--- src/rtl/falu_arbiter.sv ---
// falu_arbiter: round-robin two-port arbiter/sequencer in front of the shared FALU.
// Optional response timeout is compiled in when FALU_ARB_TIMEOUT_EN is defined.
module falu_arbiter #(
  parameter int TAG_W = 4
) (
  input  logic             clock,
  input  logic             reset,

  input  logic             io_req0_valid,
  output logic             io_req0_ready,
  input  logic [31:0]      io_req0_input1,
  input  logic [31:0]      io_req0_input2,
  input  logic [3:0]       io_req0_aluCtl,
  input  logic [2:0]       io_req0_rmm,
  input  logic [TAG_W-1:0] io_req0_tag,

  input  logic             io_req1_valid,
  output logic             io_req1_ready,
  input  logic [31:0]      io_req1_input1,
  input  logic [31:0]      io_req1_input2,
  input  logic [3:0]       io_req1_aluCtl,
  input  logic [2:0]       io_req1_rmm,
  input  logic [TAG_W-1:0] io_req1_tag,

  output logic             io_resp0_valid,
  input  logic             io_resp0_ready,
  output logic [31:0]      io_resp0_result,
  output logic [TAG_W-1:0] io_resp0_tag,

  output logic             io_resp1_valid,
  input  logic             io_resp1_ready,
  output logic [31:0]      io_resp1_result,
  output logic [TAG_W-1:0] io_resp1_tag,

  output logic [31:0]      io_falu_input1,
  output logic [31:0]      io_falu_input2,
  output logic [3:0]       io_falu_aluCtl,
  output logic [2:0]       io_falu_rmm,
  input  logic [31:0]      io_falu_result,

  output logic             io_busy,
  output logic             io_timeout
);

  // state | meaning
  // IDLE  | no op in flight; requests may be accepted
  // EXEC  | registered operands presented to the FALU
  // RESP  | result and tag held on the granted response port
  typedef enum logic [1:0] {
    IDLE = 2'd0,
    EXEC = 2'd1,
    RESP = 2'd2
  } state_t;

  state_t           state_q, state_d;
  logic             ptr_q;
  logic             gid_q;
  logic [TAG_W-1:0] tag_q;
  logic [31:0]      result_q;
  logic [31:0]      in1_q, in2_q;
  logic [3:0]       ctl_q;
  logic [2:0]       rmm_q;
  logic             timeout_q;

  logic             ready0, ready1;
  logic             accept0, accept1, accept;
  logic             grant_id;
  logic             resp_ready_sel;
  logic             complete;
  logic             expire;

  // Ready is gated by reset so nothing can look accepted while reset is held.
  assign ready0   = reset && (state_q == IDLE) && (!ptr_q || !io_req1_valid);
  assign ready1   = reset && (state_q == IDLE) && ( ptr_q || !io_req0_valid);
  assign accept0  = io_req0_valid && ready0;
  assign accept1  = io_req1_valid && ready1;
  assign accept   = accept0 || accept1;
  assign grant_id = accept1;

  assign resp_ready_sel = gid_q ? io_resp1_ready : io_resp0_ready;

`ifdef FALU_ARB_TIMEOUT_EN
  logic [7:0] wait_q;

  // Expiry fires on the 255th consecutive un-consumed RESP cycle.
  assign expire = (state_q == RESP) && !resp_ready_sel && (wait_q == 8'd254);

  always_ff @(posedge clock or negedge reset) begin
    if (!reset) begin
      wait_q    <= 8'd0;
      timeout_q <= 1'b0;
    end else begin
      if (state_q == EXEC) begin
        wait_q <= 8'd0;
      end else if ((state_q == RESP) && !resp_ready_sel) begin
        wait_q <= wait_q + 8'd1;
      end
      if (expire) begin
        timeout_q <= 1'b1;
      end
    end
  end
`else
  assign expire    = 1'b0;
  assign timeout_q = 1'b0;
`endif

  always_comb begin
    state_d  = state_q;
    complete = 1'b0;
    unique case (state_q)
      IDLE: begin
        if (accept) begin
          state_d = EXEC;
        end
      end
      EXEC: begin
        state_d = RESP;
      end
      RESP: begin
        if (resp_ready_sel || expire) begin
          state_d  = IDLE;
          complete = 1'b1;
        end
      end
      default: begin
        state_d = IDLE;
      end
    endcase
  end

  always_ff @(posedge clock or negedge reset) begin
    if (!reset) begin
      state_q <= IDLE;
    end else begin
      state_q <= state_d;
    end
  end

  // Priority only flips when an op leaves RESP, not on accept.
  always_ff @(posedge clock or negedge reset) begin
    if (!reset) begin
      ptr_q <= 1'b0;
    end else if (complete) begin
      ptr_q <= ~gid_q;
    end
  end

  always_ff @(posedge clock or negedge reset) begin
    if (!reset) begin
      in1_q <= 32'd0;
      in2_q <= 32'd0;
      ctl_q <= 4'd0;
      rmm_q <= 3'd0;
      tag_q <= '0;
      gid_q <= 1'b0;
    end else if (accept) begin
      in1_q <= grant_id ? io_req1_input1 : io_req0_input1;
      in2_q <= grant_id ? io_req1_input2 : io_req0_input2;
      ctl_q <= grant_id ? io_req1_aluCtl : io_req0_aluCtl;
      rmm_q <= grant_id ? io_req1_rmm    : io_req0_rmm;
      tag_q <= grant_id ? io_req1_tag    : io_req0_tag;
      gid_q <= grant_id;
    end
  end

  always_ff @(posedge clock or negedge reset) begin
    if (!reset) begin
      result_q <= 32'd0;
    end else if (state_q == EXEC) begin
      result_q <= io_falu_result;
    end
  end

  assign io_req0_ready   = ready0;
  assign io_req1_ready   = ready1;

  assign io_resp0_valid  = (state_q == RESP) && !gid_q;
  assign io_resp1_valid  = (state_q == RESP) &&  gid_q;
  assign io_resp0_result = result_q;
  assign io_resp1_result = result_q;
  assign io_resp0_tag    = tag_q;
  assign io_resp1_tag    = tag_q;

  assign io_falu_input1  = in1_q;
  assign io_falu_input2  = in2_q;
  assign io_falu_aluCtl  = ctl_q;
  assign io_falu_rmm     = rmm_q;

  assign io_busy         = (state_q != IDLE);
  assign io_timeout      = timeout_q;

endmodule

--- config.mk ---
export PLATFORM = sky130hd
export DESIGN_NAME = falu_arbiter
export DESIGN_NICKNAME = d
export VERILOG_FILES = /design/src/rtl/falu_arbiter.sv
export SDC_FILE = /design/constraint.sdc
export NUM_CORES = 1
export LEC_CHECK = 0
export ABC_AREA = 1
export CORE_MARGIN = 2
export CORE_UTILIZATION = 33
export CTS_BUF_LIST = sky130_fd_sc_hd__clkbuf_4
export DETAILED_ROUTE_END_ITERATION = 10
export GPL_TIMING_DRIVEN = 0
export PLACE_DENSITY = 0.75
export SYNTH_ARGS = -nofsm -noshare
export SYNTH_HDL_FRONTEND = slang
export SYNTH_SLANG_ARGS = --single-unit
--- constraint.sdc ---
create_clock -name clock -period 3.3 [get_ports clock]
set_clock_uncertainty 0.1 [all_clocks]
set_input_delay 0.495 -clock clock [delete_from_list [all_inputs] [get_ports clock]]
set_output_delay 0.495 -clock clock [all_outputs]
set_load 0.05 [all_outputs]
==> run summary, run 1 <==
total power: 10.21 mW
Detail Route Antenna Nets: 0
Post-Place Cells: 1339
Remaining DRCs: 0
Core Box Area: 0.01778 mm²
CP Launch Type: input pin
Skew-Pair Late Insertion Delay: 0.47 ns
Post-Syn Area: 0.005938 mm²
Min-Delay Endpoint: io_falu_input1[2]
Lkg Pwr: 5.055 nW
minimum clock period: 3.075 ns
Hold Crit Start: io_falu_input1[2]
CTS tree: done
Synth Net Count: 963
most common cell after layout, fill and taps aside: clkdlybuf4s50_1
Min-Delay Path Class: flip-flop to flip-flop
Overflow after GRT: 0
largest net degree at the start of global routing: 63
synthesized area per cell: 7.662 µm²
max cap viols: 0
Yosys Warn Count: 0
Setup-failing EPs final: 0
CP endpoint kind: output pin
num ports: 337
final WL: 19740 µm
PortBufs: 334
Worst-path clk slew: 0.15 ns
Syn Inst Count: 775
Site Rows: 49
worst reg-to-reg path cell count: 8
vias per cell: 4.456
crit share post-route: 93.17%
Yosys reg bits: 111
Max FO, Critical Path: 10
status: finished clean
Inserted Clock Buffers: 9
Layout area overhead: 65.72%
Hold WS: 0.3996 ns
Seq/Total Area, Yosys: 46.78%
Die ar.: 0.01908 mm²
RePlAce Congestion: 0.8290
RSZ-0062 raised after global routing: false
vias: 6065
DP Wirelength: 15100 µm
clock sink total: 111
number of global-route vias before repair: 5883
layout cells sized above 1: 11.32%
Clock Path Buffers: 2
Critical Path RT: 2.70 ns
Pwr Density: 1037 mW/mm²
# nets final: 1314
first-pass GRT wire length: 31180 µm
WP data arrival: 2.48 ns
Die Wd: 138.1 µm
fin cells: 1361
most frequent cells in the layout: clkdlybuf4s50_1, nand2_1, inv_1, nand3_1, dfrtp_1
fmax: 325.2 MHz
Initial Utilization: 33.40%
GRT Overall Usage: 20.44%
WL/cell: 14.50 µm
die height: 138.1 µm
# fillers: 1659
R2R Path End: io_falu_rmm[1]
H-Tree Depth: 3
drt first pass iters: 4
final core utilization: 55.35%
clock root cell: clkbuf_4
Worst Max-Slew Pin Slew: 0.5665 ns
R2R Path Start: state_q[1]
VDD IR max: 0.0009085 V
Final Hold Viols: 0
Setup CP Type: input pin to output pin
worst rel slew slack: 62.12%
Slew Limit Fails: 0
post-synth cell types: 20
detailed router's first-iteration violation count: 165
Hold Crit Depth: 2
r2r setup slk: 1.46 ns
initial antenna violation count: 1
==> cells by family (layout without fill, tap and decap cells) <==
logic type | Yosys count | in the layout | share of synthesized area, %
other | 1 | 2 | 0.06315
multiplexers | 32 | 32 | 6.068
flip-flops | 111 | 111 | 46.78
AND/OR/NAND/NOR | 389 | 389 | 28.13
buffers and inverters | 237 | 593 | 18.54
AO/OA/AOI/OAI | 5 | 5 | 0.4213
==> metrics by stage <==
step	instance area, µm²	setup WS, ns	TNS (ns)
global route	9841	0.1511	0
detailed placement	9597	-0.1701	-0.1701
global placement	9568	-4.123	-589.40
floorplan	5938	0.9080	0
CTS	9838	0.2040	0
finish	9841	0.2254	0
==> where the power goes <==
group          switching, mW  leakage (nW)  internal (mW)  total [mW]
sequential             0.444          1.34           2.02        2.46
combinational           4.53          3.63           2.49        7.02
clock                  0.481        0.0792          0.245       0.726
total                   5.46          5.05           4.75        10.2
==> sequential cells by signal, indices dropped and copies added (netlist names) <==
register and cells:
io_resp0_tag 4, io_falu_input2 32, io_falu_input1 32, io_resp0_result 32, state_q 2, gid_q 1, io_falu_rmm 3, io_falu_aluCtl 4
ptr_q 1
==> critical path, stage by stage <==
cell and delay (ns):
dlygate4sd3_1 0.54, buf_6 0.13, buf_16 0.12, nand2_2 0.08, nor2_2 0.24, buf_2 0.30
dlygate4sd2_1 0.56
==> routing by layer <==
metal / vias up / track usage, % / wire, µm
met1: 2805 / 25.72 / 8247
met4: 0 / 6.660 / 404
met5: - / 0 / 0
met2: 239 / 34.21 / 9603
met3: 24 / 5.611 / 1483
li1: 2997 / - / -
==> area by class of cell <==
class / count / area (µm²) / area share (%)
diodes: 1 / 2.502 / 0.02543
repair buffers: 340 / 3473 / 35.30
clock inverters: 6 / 65.06 / 0.6612
well taps: 229 / 286.5 / 2.912
multi-input cells: 427 / 2059 / 20.93
flip-flops and latches: 111 / 2778 / 28.23
inverters: 156 / 585.6 / 5.950
plain buffers: 81 / 515.5 / 5.238
clock buffers: 10 / 75.07 / 0.7629
==> timing repair <==
action / in CTS / in global routing
buffers inserted: 0 / 0
endpoints found under the setup margin: 1 / 0
hold buffers: 5 / 0
gates resized for setup: 1 / 0
hold endpoints to repair: 49 / 0
==> synth_stat cells (all sizes together) <==
| library cell | number | share of area, % |
|---|---|---|
| nand4 | 1 | 0.11 |
| buf | 71 | 8.0 |
| nor2 | 6 | 0.63 |
| mux2 | 32 | 6.1 |
| nand2 | 231 | 15 |
| clkbuf | 10 | 0.63 |
| nand3 | 150 | 13 |
| dfrtp | 111 | 47 |
| o21ai | 4 | 0.34 |
| or2 | 1 | 0.11 |
| a21oi | 1 | 0.084 |
| conb | 1 | 0.063 |
| inv | 156 | 9.9 |
==> how the worst max path moves through the flow <==
| stage | start | end | depth (start not counted) |
|---|---|---|---|
| 2_1_floorplan | io_req1_valid | io_req0_ready | 4 |
| 3_3_place_gp | reset | io_req1_ready | 5 |
| 3_5_place_dp | reset | io_req1_ready | 6 |
| 4_1_cts | reset | io_req1_ready | 7 |
| 5_1_grt | reset | io_req1_ready | 7 |
| 6_report | reset | io_req1_ready | 7 |
Note: power is estimated with default switching activity, not from simulation.
==> run 2, diff against run 1 <==
--- a/config.mk
+++ b/config.mk
@@ -9,6 +9,7 @@
 export CORE_MARGIN = 2
 export CORE_UTILIZATION = 33
 export CTS_BUF_LIST = sky130_fd_sc_hd__clkbuf_4
+export CTS_CLUSTER_DIAMETER = 100
 export DETAILED_ROUTE_END_ITERATION = 10
 export GPL_TIMING_DRIVEN = 0
 export PLACE_DENSITY = 0.75
==> constraint.sdc (replaced) <==
create_clock -name clock -period 3.3 [get_ports clock]
set_clock_uncertainty 0.1 [all_clocks]
set_input_delay 0.33 -clock clock [delete_from_list [all_inputs] [get_ports clock]]
set_output_delay 0.33 -clock clock [all_outputs]
set_load 0.05 [all_outputs]
==> run summary, run 2 (synthesis gave the netlist of run 1 again) <==
VDD IR max: 0.0009085 V (unchanged)
Die Wd: 138.1 µm (unchanged)
initial antenna violation count: 1 (unchanged)
worst rel slew slack: 62.12% (unchanged)
# nets final: 1314 (unchanged)
minimum clock period: 3.030 ns (-0.04421 ns)
clock root cell: clkbuf_4
number of global-route vias before repair: 5883 (unchanged)
Setup CP Type: input pin to output pin
Final Hold Viols: 0 (unchanged)
crit-path max cell delay: 0.84 ns (+0.28 ns)
Cell Chain, Critical Path: dlygate4sd3_1 > buf_6 > buf_16 > nand2_2 > nor2_2 > buf_2 > clkdlybuf4s50_1
Post-Place Cells: 1339 (unchanged)
detailed router's first-iteration violation count: 165 (unchanged)
num ports: 337 (unchanged)
vias: 6065 (unchanged)
Worst-path clk slew: 0.20 ns (+0.05 ns)
CP Launch Type: input pin
Layout area overhead: 65.74% (about the same)
Setup WS post-layout: 0.2696 ns (+0.04421 ns)
Max FO, Critical Path: 10 (unchanged)
largest net degree at the start of global routing: 63 (unchanged)
Min-Delay Path Class: input pin to flip-flop
Site Rows: 49 (unchanged)
Setup-failing EPs final: 0 (unchanged)
drt first pass iters: 4 (unchanged)
Hold WS: 0.3407 ns (-0.05893 ns)
Slew Limit Fails: 0 (unchanged)
Inserted Clock Buffers: 9 (unchanged)
Post-CTS Setup Inserts: 0 (unchanged)
crit share post-route: 91.83% (-1.3 points)
total power: 10.21 mW (about the same)
H-Tree Depth: 3 (unchanged)
Pwr Density: 1037 mW/mm² (about the same)
CP endpoint kind: output pin
RSZ-0062 raised after global routing: false
Die ar.: 0.01908 mm² (unchanged)
WL/cell: 14.50 µm (unchanged)
CTS resizes: 0 (-1)
Skew-Pair Late Insertion Delay: 0.47 ns (about the same)
RePlAce Congestion: 0.8290 (unchanged)
clock sink total: 111 (unchanged)
first-pass GRT wire length: 31180 µm (unchanged)
Remaining DRCs: 0 (unchanged)
Clock Path Buffers: 2 (unchanged)
CP max-delay cell: clkdlybuf4s50_1
max cap viols: 0 (unchanged)
Detail Route Antenna Nets: 0 (unchanged)
DP Wirelength: 15100 µm (unchanged)
die height: 138.1 µm (unchanged)
WP data arrival: 2.60 ns (+0.12 ns)
crit-path leading delay family: buffers and inverters
Overflow after GRT: 0 (unchanged)
status: finished clean
GRT Overall Usage: 20.44% (unchanged)
vias per cell: 4.456 (unchanged)
Core Box Area: 0.01778 mm² (unchanged)
Critical Path RT: 2.87 ns (+0.17 ns)
Place WS: 0.1599 ns (+0.3300 ns)
most common cell after layout, fill and taps aside: clkdlybuf4s50_1
most frequent cells in the layout: clkdlybuf4s50_1, nand2_1, inv_1, nand3_1, dfrtp_1
# fillers: 1658 (-0.060%)
layout cells sized above 1: 11.32% (unchanged)
fmax: 330.0 MHz (+1.5%)
Worst Path Buf+Inv: 5 (unchanged)
Initial Utilization: 33.40% (unchanged)
Lkg Pwr: 5.051 nW (about the same)
PortBufs: 334 (unchanged)
fin cells: 1361 (unchanged)
CTS tree: done
Worst Max-Slew Pin Slew: 0.5665 ns (unchanged)
final WL: 19740 µm (unchanged)
run 2: changes by cell type in the layout (fill, tap and decap cells not counted), sizes merged:
cell	before	now
dlygate4sd2	1	0
clkdlybuf4s50	332	333
run 2: what timing repair did:
action	CTS	global route
hold buffers	5	0
setup endpoints to repair	0	0
endpoints found under the hold margin	49	0
run 2: power breakdown:
part           leakage [nW]  switching, mW  total (mW)  internal (mW)
clock network        0.0792          0.481       0.726          0.245
registers              1.34          0.444        2.46           2.02
logic                  3.63           4.53        7.02           2.49
total                  5.05           5.46        10.2           4.76
run 2: path summary, 6_finish.rpt:
check / from / slack [ns] / to / depth (start not counted)
max: reset / 0.27 / io_req1_ready / 7
min: io_falu_result[20] / 0.34 / io_resp0_result[20] / 2
max reg2reg: state_q[1] / 1.46 / io_falu_rmm[1] / 8
min reg2reg: io_falu_input1[2] / 0.40 / io_falu_input1[2] / 2
max in group asynchronous: reset / 1.84 / io_falu_input1[1] / 5
min in group asynchronous: reset / 0.41 / io_falu_input2[2] / 4
run 2: worst reg2reg max path: stages (launching register included):
cell     delay (ns)
dfrtp_1        0.43
nor2_2         0.19
nand2_2        0.11
nor2_2         0.24
buf_6          0.23
buf_6          0.16
nand3_1        0.07
nand3_1        0.13
nand2_1        0.06
run 2: per-layer routing:
| layer | part of all wire, % | global-route usage [%] | up-vias |
|---|---|---|---|
| met1 | 42 | 25.72 | 2805 |
| li1 | - | - | 2997 |
| met5 | 0 | 0 | - |
| met3 | 7.5 | 5.611 | 24 |
| met2 | 49 | 34.21 | 239 |
| met4 | 2.0 | 6.660 | 0 |
run 2: final cells by class:
type / instances / area [µm²] / share of cell area [%]
Sequential cell: 111 / 2778 / 28.22
Buffer: 81 / 515.5 / 5.238
Clock buffer: 10 / 75.07 / 0.7628
Antenna cell: 1 / 2.502 / 0.02543
Inverter: 156 / 585.6 / 5.950
Tap cell: 229 / 286.5 / 2.911
Multi-Input combinational cell: 427 / 2059 / 20.93
Clock inverter: 6 / 65.06 / 0.6611
Timing Repair Buffer: 340 / 3475 / 35.30
run 2: through the flow:
stage	utilization, %	instance area [µm²]	setup TNS [ns]
2_1_floorplan	-	5938	0
3_3_place_gp	53.81	9568	-557.72
3_5_place_dp	53.98	9597	0
4_1_cts	55.34	9839	0
5_1_grt	55.36	9842	0
6_report	55.36	9842	0
==> run 3, diff against run 2 <==
--- a/config.mk
+++ b/config.mk
@@ -10,6 +10,7 @@
 export CORE_UTILIZATION = 33
 export CTS_BUF_LIST = sky130_fd_sc_hd__clkbuf_4
 export CTS_CLUSTER_DIAMETER = 100
+export CTS_CLUSTER_SIZE = 12
 export DETAILED_ROUTE_END_ITERATION = 10
 export GPL_TIMING_DRIVEN = 0
 export PLACE_DENSITY = 0.75
==> results of run 3 <==
No change in the layout: final DEF, timing and power equal those of run 2.
